`src/rtl/axis_frame_packer.sv`:
```
// Pixel stream to AXI-Stream framer: FWFT FIFO, TLAST per IMG_WIDTH*IMG_HEIGHT frame, frame/overflow status.
// Optional `TUSER_SOF_EN adds o_data_user (start-of-frame on pixel 0).
module axis_frame_packer #(
  parameter int IMG_WIDTH  = 640,
  parameter int IMG_HEIGHT = 480,
  parameter int DATA_WIDTH = 8,
  parameter int FIFO_DEPTH = 16
) (
  input  logic                  axi_clk,
  input  logic                  axi_reset,
  input  logic                  i_data_valid,
  input  logic [DATA_WIDTH-1:0] i_data,
  output logic                  o_data_ready,
  output logic                  o_data_valid,
  output logic [DATA_WIDTH-1:0] o_data,
  output logic                  o_data_last,
  input  logic                  i_data_ready,
  output logic                  o_frame_done,
  output logic [15:0]           o_frame_count,
  output logic                  o_overflow
`ifdef TUSER_SOF_EN
  ,
  output logic                  o_data_user
`endif
);

  localparam int AW        = $clog2(FIFO_DEPTH);
  localparam int FRAME_PIX = IMG_WIDTH * IMG_HEIGHT;
  localparam int CW        = (FRAME_PIX > 1) ? $clog2(FRAME_PIX) : 1;
  localparam logic [CW-1:0] LAST_IDX = CW'(FRAME_PIX - 1);

  typedef enum logic {S_STREAM, S_DONE} state_t;

  logic [DATA_WIDTH-1:0] mem [FIFO_DEPTH];
  logic [AW:0]           wr_ptr, rd_ptr;
  logic                  full, empty, wr_en, rd_en, beat_last;
  logic [CW-1:0]         pix_cnt;
  state_t                state, state_nxt;

  // Extra pointer MSB distinguishes full from empty when the index bits match.
  assign empty = (wr_ptr == rd_ptr);
  assign full  = (wr_ptr[AW] != rd_ptr[AW]) && (wr_ptr[AW-1:0] == rd_ptr[AW-1:0]);

  assign rd_en     = ~empty & i_data_ready;
  assign wr_en     = i_data_valid & (~full | rd_en);
  assign beat_last = (pix_cnt == LAST_IDX);

  assign o_data_valid = ~empty;
  assign o_data       = empty ? '0 : mem[rd_ptr[AW-1:0]];
  assign o_data_last  = o_data_valid & beat_last;
  assign o_data_ready = ~full & ~axi_reset;
  assign o_frame_done = (state == S_DONE);

`ifdef TUSER_SOF_EN
  assign o_data_user = o_data_valid & (pix_cnt == '0);
`endif

  always_ff @(posedge axi_clk) begin
    if (wr_en) mem[wr_ptr[AW-1:0]] <= i_data;
  end

  always_ff @(posedge axi_clk or posedge axi_reset) begin
    if (axi_reset) begin
      wr_ptr        <= '0;
      rd_ptr        <= '0;
      pix_cnt       <= '0;
      o_frame_count <= '0;
      o_overflow    <= 1'b0;
    end else begin
      if (wr_en) wr_ptr <= wr_ptr + 1'b1;
      if (rd_en) begin
        rd_ptr <= rd_ptr + 1'b1;
        if (beat_last) begin
          pix_cnt       <= '0;
          o_frame_count <= o_frame_count + 16'd1;
        end else begin
          pix_cnt <= pix_cnt + 1'b1;
        end
      end
      if (i_data_valid & ~wr_en) o_overflow <= 1'b1;
    end
  end

  always_ff @(posedge axi_clk or posedge axi_reset) begin
    if (axi_reset) state <= S_STREAM;
    else           state <= state_nxt;
  end

  always_comb begin
    state_nxt = S_STREAM;
    case (state)
      S_STREAM: if (rd_en & beat_last) state_nxt = S_DONE;
      S_DONE:   state_nxt = S_STREAM;
      default:  state_nxt = S_STREAM;
    endcase
  end

endmodule

```
`config.mk`:
```
export PLATFORM = sky130hd
export DESIGN_NAME = axis_frame_packer
export DESIGN_NICKNAME = d
export VERILOG_FILES = /design/src/rtl/axis_frame_packer.sv
export SDC_FILE = /design/constraint.sdc
export NUM_CORES = 1
export LEC_CHECK = 0
export ABC_AREA = 0
export CORE_ASPECT_RATIO = 0.75
export CORE_MARGIN = 2
export CORE_UTILIZATION = 50
export DETAILED_ROUTE_END_ITERATION = 12
export GPL_ROUTABILITY_DRIVEN = 1
export PLACE_DENSITY = 0.69
export SYNTH_ARGS = -nofsm -noshare
export SYNTH_HDL_FRONTEND = slang
export SYNTH_SLANG_ARGS = --single-unit
```
`constraint.sdc`:
```
create_clock -name axi_clk -period 2.45 [get_ports axi_clk]
set_input_delay 0.49 -clock axi_clk [delete_from_list [all_inputs] [get_ports axi_clk]]
set_output_delay 0.49 -clock axi_clk [all_outputs]
set_load 0.01 [all_outputs]
```
## Word-level counts from Yosys, hierarchy flattened

Memories as Yosys holds them, arrays and structs flattened.
Cells that the tools add are included.

| cells by class | value |
|---|---|
| bitwise gates (word level) | 12 |
| equal/unequal tests | 4 |
| multipliers | 0 |
| shift-type cells | 0 |
| reduce and logical (&&, ||, !) cells | 2 |
| $lt $le $gt $ge | 0 |
| add/sub/neg operators | 4 |
| mux-type cells | 6 |
| divide/modulo/power cells | 0 |

Operator list:

| cell | count |
|---|---|
| adder 19 x 1 -> 19 bit (second input constant) | 1 |
| equality test 19 bit (second input constant) | 1 |
| 2-to-1 mux 19 bit | 1 |
| adder 16 x 1 -> 16 bit (second input constant) | 1 |
| adder 5 x 1 -> 5 bit (second input constant) | 2 |
| 2-to-1 mux 8 bit | 1 |
| AND 1 bit | 6 |
| equality test 5 bit | 1 |
| inverter 1 bit | 5 |
| equality test 4 bit | 1 |
| 2-to-1 mux 1 bit | 3 |
| one-hot mux 1 bit (2 select lines) | 1 |
| AND reduction 2 bit | 1 |
| logical AND 1 bit | 1 |
| inequality test 1 bit | 1 |
| bitwise OR 1 bit | 1 |

| storage, ports and cells | value |
|---|---|
| memories kept | 1 |
| bits in writable memories | 128 |
| logic and storage cells | 35 |
| bits in latches | 0 |
| memory bits (read-only) | 0 |
| output and inout bits | 29 |
| register bits after elaboration | 47 |

Memory list:

| name | depth | bits a word | read ports | clocked after Yosys merged registers in | write ports | line | source |
|---|---|---|---|---|---|---|---|
| mem | 16 | 8 | 1 | 0 | 1 | 34 | `logic [DATA_WIDTH-1:0] mem [FIFO_DEPTH];` |

## Longest topological paths before layout

Gate-level depths: netlist (run 1).

| logic depth | value |
|---|---|
| depth in word-level cells | 7 |
| gate-level depth with buffers | 8 |

## Worst setup path before layout (run 1)

OpenSTA, ideal clock, no wires.

| path | value |
|---|---|
| path type | reg-to-output |
| from | register rd_ptr[0] |
| to | output o_data[0] |
| arrival time | 1.790 ns |
| data required time | 1.960 ns |
| path buffers | 2 |
| setup slack | 0.170 ns |
| stages on the path, launching flop included | 6 |
| path through | dfrtp_1 -> buf_4 -> buf_6 -> mux4_2 -> mux4_2 -> nor2b_1 |

| on the way | value |
|---|---|
| cells in the longest elaborated chain, start to end | 2 |
| elaborated cells on any way between the ends | 3 |
| those cells by class | eq/ne: 1; mux: 1; memory: 1 |

RTL lines:

| element | line | source |
|---|---|---|
| from (decl) | 35 | `logic [AW:0] wr_ptr, rd_ptr;` |
| from (signal assigned) | 72 | `rd_ptr <= rd_ptr + 1'b1;` |
| memory (16 x 8 bit) or equality test 5 bit (tied branches) | n/a |  |
| 2-to-1 mux 8 bit * | 49 | `assign o_data = empty ? '0 : mem[rd_ptr[AW-1:0]];` |
| to (decl) | 15 | `output logic [DATA_WIDTH-1:0] o_data,` |

Every way passes the cells marked *; elsewhere a longest branch is shown, timed or not.

## Final worst setup path (run 1)

| path | value |
|---|---|
| from | register rd_ptr[0] |
| to | output o_data[2] |

Same word-level chain as after synthesis.

==> flow_summary_export.csv, run 1 <==
group,metric,value,unit
clock_network,root_buffer,"clkbuf_16",
timing,finalSetupTns,-4.10,ns
synth,syn_nets,470,
timing,fin_worst_skew,0.00920,ns
worst_setup_path,rr_worst_depth,11,
synth,ys_seq_elements,175,
run_status,status,"finished, violations left",
clock_network,path_clk_slew,0.07,ns
power_and_ir_drop,power.total,10.4,mW
synth,syn_area_per_cell,16.5,um2
clock_network,clock_path_buffers,2,
clock_network,numCtsBuffers,17,
synth,seq_area_frac_synth,67.5,%
worst_setup_path,rr_startpoint,"rd_ptr[0]",
global_route,grt_max_degree,34,
clock_network,cts_num_sinks,175,
placement,portBuffers,40,
clock_network,htreeDepth,4,
clock_network,clk_latency,0.43,ns
worst_setup_path,crit_type,"reg -> out",
timing,worstMarginPinSlew,0.601,ns
synth,synth_warnings,0,
finish,n_antenna_cell,0,
synth,yosys.area.top_type_share,51.7,%
synth,synthesis.area,0.00744,mm2
global_route,grt_usage,22.1,%
worst_setup_path,arrival,2.47,ns
global_route,grt_pass1_vias,4221,
synth,synth.distinct_cells,46,
routing,ant_nets,0,
routing,vias,4341,
worst_setup_path,startpoint,"rd_ptr[0]",
worst_setup_path,r2r_end,"mem[10][4]",
power_and_ir_drop,p_per_area,1120,mW/mm2
clock_network,postCtsHoldBufs,0,
worst_setup_path,cp-start-kind,"flop",
power_and_ir_drop,p_leak,3.43,nW
placement,dpl.hpwl,9760,um
routing,drt_pass1_iterations,5,
floorplanning,core-area,0.0145,mm2
run_status,violations,"setup timing",
timing,setup_viol,10,
floorplanning,dieHeight,110,um
timing,hold_violations,0,
floorplanning,num_rows,38,
synth,synth_area_leaders,"edfxtp_1 52%, dfrtp_1 16%, mux4_2 12%",
timing,relSlewSlack,59.8,%
worst_setup_path,end_kind,"output pin",
power_and_ir_drop,peakVddDrop,0.774,mV
floorplanning,die_area,0.0159,mm2
synth,async_flop_share,26.9,%
timing,slew_viol_final,0,
floorplanning,num_io_pins,41,
synth,synth_ff_type,"edfxtp_1",
global_route,grt-ovfl-total,0,
job,drv_cap,0,
global_route,grt_pass1_wl,24800,um
timing,setup_slack,-0.508,ns
synth,syn_inst,451,
routing,vias_per_cell,5.78,
worst_setup_path,endpoint,"o_data[2]",
worst_hold_path,hp-class,"in -> async",
global_route,antenna_found_initial,0,
floorplanning,die_w,145,um
finish,nNetsFinal,557,
finish,area_growth,25.4,%
floorplanning,initial_core_util,51.3,%
synth,yosysTopAreaCell,"edfxtp_1",
clock_network,cts_tree,"built",
finish,drive_gt1_share,31.4,%
worst_setup_path,cp_max_fo,5,
finish,fill_cells,982,
worst_setup_path,reg2reg_setup_slack,0.07,ns
timing,period_needed,2.96,ns
routing,drt_iter0_drc,444,
timing,rsz0062_at_grt,"true",
placement,gp_congestion,0.796,
routing,wl,16200,um
worst_setup_path,crit_required,1.96,ns
routing,drc,0,
timing,fmax,0.338,GHz
timing,finalCritPeriodShare,121,%
synth,synth_enable_flop_cells,128,
routing,avgRoutedWirePerCell,21.5,um
[where the power goes]
part	total [mW]	switching (mW)	internal [mW]
clock	2.65	1.14	1.51
combinational	3.99	1.81	2.17
sequential	3.77	0.226	3.55
total	10.4	3.18	7.23
[logic make-up (layout without fill, tap and decap cells)]
| kind of cell | after synthesis | in the layout | synth area share (%) |
|---|---|---|---|
| buffers and inverters | 32 | 132 | 2.29 |
| xor gates and xnor gates | 34 | 34 | 4.00 |
| muxes | 44 | 44 | 12.7 |
| DFF | 175 | 175 | 67.5 |
| and+or+nand+nor | 131 | 131 | 9.95 |
| adders and majority gates | 7 | 7 | 1.18 |
| AOI/OAI and AO/OA | 28 | 28 | 2.42 |
[worst max-delay path, stage by stage, from the launching register on]
cell	delay (ns)
dfrtp_2	0.41
buf_12	0.14
buf_12	0.12
buf_16	0.12
mux4_2	0.51
mux4_2	0.47
nor2b_4	0.15
buf_6	0.11
[state kept, by name, indices dropped and copies added, names as in the netlist]
register       count
o_frame_done       1
pix_cnt           19
wr_ptr             5
o_overflow         1
rd_ptr             5
o_frame_count     16
mem              128
[metal layers]
metal	up-vias	track usage, %	wire length [um]
li1	1910	-	-
met1	2260	33.4	7270
met2	149	31.4	7580
met3	22	5.79	1060
met4	0	7.56	259
met5	-	0	0
[synthesized netlist by cell type (2+ instances only)]
master	instances
xor2_1	18
and4_1	2
inv_1	13
nor2b_1	9
nor3_1	10
edfxtp_1	128
ha_1	7
buf_4	2
clkbuf_1	4
nor4_1	6
o22ai_1	4
buf_6	5
or3_1	2
nor4_2	3
o21ai_0	9
nor2_1	16
a21oi_1	8
mux4_2	40
nand2_1	28
dfrtp_1	47
nand4_1	8
and3_1	4
nand4_2	2
and2_1	10
xnor2_1	16
buf_2	4
mux2_2	3
nand3_1	21
a21o_1	2
buf_1	4
[what timing repair did]
item / in CTS / in global routing
setup buffers: 14 / 9
gates cloned: 3 / 1
setup endpoints to repair: 11 / 142
pin swaps: 6 / 10
resized for setup: 82 / 32
[metrics by stage]
stage,setup WS [ns],utilization (%),cells,hold slack [ns],area [um2]
CTS,-0.516,63.8,750,0.388,9260
global route,-0.555,64.4,751,0.450,9330
global placement,-0.320,57.7,702,0.425,8370
detailed placement,-0.311,57.7,702,0.432,8370
finish,-0.508,64.4,751,0.405,9330
floorplan,0.170,-,451,0.464,7440
[cell usage in the layout (no fill, tap or decap), types with 3 or more instances in the layout]
cell type / netlist / final
and3_4: 0 / 4
inv_1: 13 / 11
nor2b_1: 9 / 3
nand3_1: 21 / 21
edfxtp_1: 128 / 128
nor2b_4: 0 / 6
ha_1: 7 / 7
buf_4: 2 / 20
a21oi_1: 8 / 7
clkbuf_1: 4 / 3
dfrtp_1: 47 / 46
nor3_1: 10 / 7
clkdlybuf4s50_1: 0 / 29
clkinv_4: 0 / 4
nor3_4: 1 / 4
xnor2_1: 16 / 14
buf_16: 0 / 3
o22ai_1: 4 / 4
nand2_1: 28 / 28
o21ai_0: 9 / 9
buf_6: 5 / 15
nor2_1: 16 / 13
nor4_1: 6 / 6
mux4_2: 40 / 40
xor2_1: 18 / 18
buf_2: 4 / 5
nand4_1: 8 / 8
buf_12: 0 / 14
clkbuf_16: 0 / 17
and2_4: 0 / 8
nor4_2: 3 / 3
[cell type report]
type / instances / area [um2] / area share [%]
sequential: 175 / 5020 / 53.8
multi-input combinational: 244 / 2430 / 26.0
timing repair buffer: 87 / 1010 / 10.8
clock buffer: 20 / 437 / 4.68
tap: 200 / 250 / 2.68
clock inverter: 12 / 138 / 1.47
inverter: 13 / 48.8 / 0.523
[worst min path at each step]
stage                       from      endpoint  slack [ns]  cells past startpoint
detailed placement  o_frame_done  o_frame_done        0.43                      1
finish                 axi_reset     wr_ptr[4]        0.41                      2
global route           axi_reset     wr_ptr[2]        0.45                      2
global placement    o_frame_done  o_frame_done        0.42                      1
CTS                    axi_reset     wr_ptr[2]        0.39                      2
floorplan             pix_cnt[8]    pix_cnt[8]        0.46                      1
Note: power is estimated with default switching activity, not from simulation.
==> run 2: changes to the inputs <==
DONT_BUFFER_PORTS = 1   (was default)
PLACE_DENSITY = default   (was 0.69)
==> flow_summary_export.csv, run 2 (synthesis results as in run 1) <==
group,metric,value,unit
timing,fmax,0.360,GHz
finish,stdcell_count,705,
placement,gp_congestion,0.767,
floorplanning,core-area,0.0145,mm2
finish,fill_cells,1075,
global_route,grt_max_degree,26,
clock_network,cts_num_sinks,175,
floorplanning,num_io_pins,41,
run_status,status,"finished, violations left",
worst_setup_path,rr_startpoint,"rd_ptr[0]",
clock_network,htreeDepth,4,
routing,drt_iter0_drc,389,
job,drv_cap,0,
floorplanning,num_rows,38,
finish,mostFrequentLayoutCell,"edfxtp_1",
power_and_ir_drop,peakVddDrop,0.657,mV
finish,nNetsFinal,511,
timing,slew_viol_final,0,
global_route,grt-ovfl-total,0,
floorplanning,initial_core_util,51.3,%
clock_network,path_clk_slew,0.06,ns
floorplanning,die_w,145,um
worst_setup_path,startpoint,"rd_ptr[0]",
timing,hold_violations,0,
clock_network,cts_tree,"built",
clock_network,numCtsBuffers,17,
finish,final_cell_mix,"128 x edfxtp_1, 46 x dfrtp_1, 40 x mux4_2",
placement,dpl.hpwl,10100,um
finish,final_util,60.1,%
routing,vias_per_cell,5.66,
global_route,grt_pass1_wl,23400,um
routing,drt_pass1_iterations,4,
routing,ant_nets,0,
run_status,violations,"setup timing",
floorplanning,die_area,0.0159,mm2
finish,drive_gt1_share,27.7,%
placement,pre_cts_ws,0.0758,ns
clock_network,root_buffer,"clkbuf_16",
power_and_ir_drop,p_leak,3.21,nW
timing,worstMarginPinSlew,1.09,ns
routing,wl,15900,um
timing,period_needed,2.78,ns
timing,finalCritPeriodShare,113,%
global_route,grt_pass1_vias,3907,
worst_setup_path,cp_max_fo,6,
worst_hold_path,hp-class,"in -> reg",
global_route,grt_usage,21.2,%
global_route,antenna_found_initial,0,
timing,setup_viol,8,
timing,finalSetupTns,-2.45,ns
power_and_ir_drop,power.total,9.64,mW
worst_setup_path,arrival,2.29,ns
worst_setup_path,crit_required,1.96,ns
routing,vias,3988,
clock_network,clock_path_buffers,2,
finish,largest_reg_flops,128,
timing,rsz0062_at_grt,"true",
worst_setup_path,crit_type,"reg -> out",
placement,dp.cells,664,
worst_setup_path,cp-start-kind,"flop",
finish,n_antenna_cell,0,
placement,portBuffers,0,
finish,area_growth,17.1,%
timing,relSlewSlack,26.7,%
power_and_ir_drop,p_per_area,1110,mW/mm2
routing,drc,0,
routing,avgRoutedWirePerCell,22.5,um
worst_setup_path,end_kind,"output pin",
worst_hold_path,min_from,"i_data[7]",
timing,fin_worst_skew,0.0119,ns
clock_network,clk_latency,0.42,ns
floorplanning,dieHeight,110,um
timing,setup_slack,-0.327,ns
run 2: changes by cell type in the layout (fill, tap and decap cells not counted), sizes merged:
cell	change
buf	-21
bufinv	+1
clkdlybuf4s50	-29
clkinv	+1
clkinvlp	+2
dlygate4sd3	+1
inv	-1
run 2: timing repair:
action                     in CTS  in global routing
buffers inserted                2                  2
hold endpoints to repair       11                  0
pin swaps                       0                  2
resized for setup               7                 23
setup endpoints to repair      10                 10
hold buffers                    1                  0
gates cloned                    1                  3
run 2: final timing paths:
check                                   endpoint  slack [ns]  depth (start not counted)
worst min register to register       pix_cnt[17]        0.50                          1
worst max register to register        mem[12][5]        0.11                          6
worst max-delay path                   o_data[0]       -0.33                          5
worst min-delay path                  mem[11][7]        0.16                          0
max in group asynchronous           o_frame_done        1.39                          3
min in group asynchronous       o_frame_count[2]        0.47                          2
run 2: area by class of cell:
type                            count  area (um2)  area share (%)
Multi-Input combinational cell    244        2340            26.8
Clock buffer                       17         425            4.88
Tap cell                          200         250            2.87
Inverter                           13        48.8           0.560
Sequential cell                   175        5020            57.6
Clock inverter                     15         170            1.95
Timing Repair Buffer               41         460            5.28
run 2: per-stage QoR:
stage          cell area, um2  hold slack (ns)
6_report                 8720            0.160
5_1_grt                  8720            0.137
4_1_cts                  8530            0.145
3_5_place_dp             7860            0.339
3_3_place_gp             7860            0.337
2_1_floorplan            7440            0.464
run 2: power by group:
part	switching, mW	internal, mW	total [mW]
logic	1.53	1.63	3.16
clock network	1.11	1.60	2.71
registers	0.227	3.55	3.78
total	2.87	6.78	9.64
run 2: worst max-delay path, cell delays in order, from the launching register on:
cell	delay, ns
dfrtp_2	0.38
buf_6	0.13
clkbuf_16	0.16
mux4_2	0.51
mux4_2	0.52
nor2b_4	0.16
run 2: layer usage:
metal,global-route usage [%],vias up,part of all wire (%)
met2,30.3,126,46
met1,31.9,2036,44
met5,0,-,0
li1,-,1816,-
met3,6.66,10,8.6
met4,5.62,0,0.91
==> run 3: changes to the inputs <==
GPL_ROUTABILITY_DRIVEN = default   (was 1)
==> results of run 3 <==
No change in the layout: final DEF, timing and power equal those of run 2.
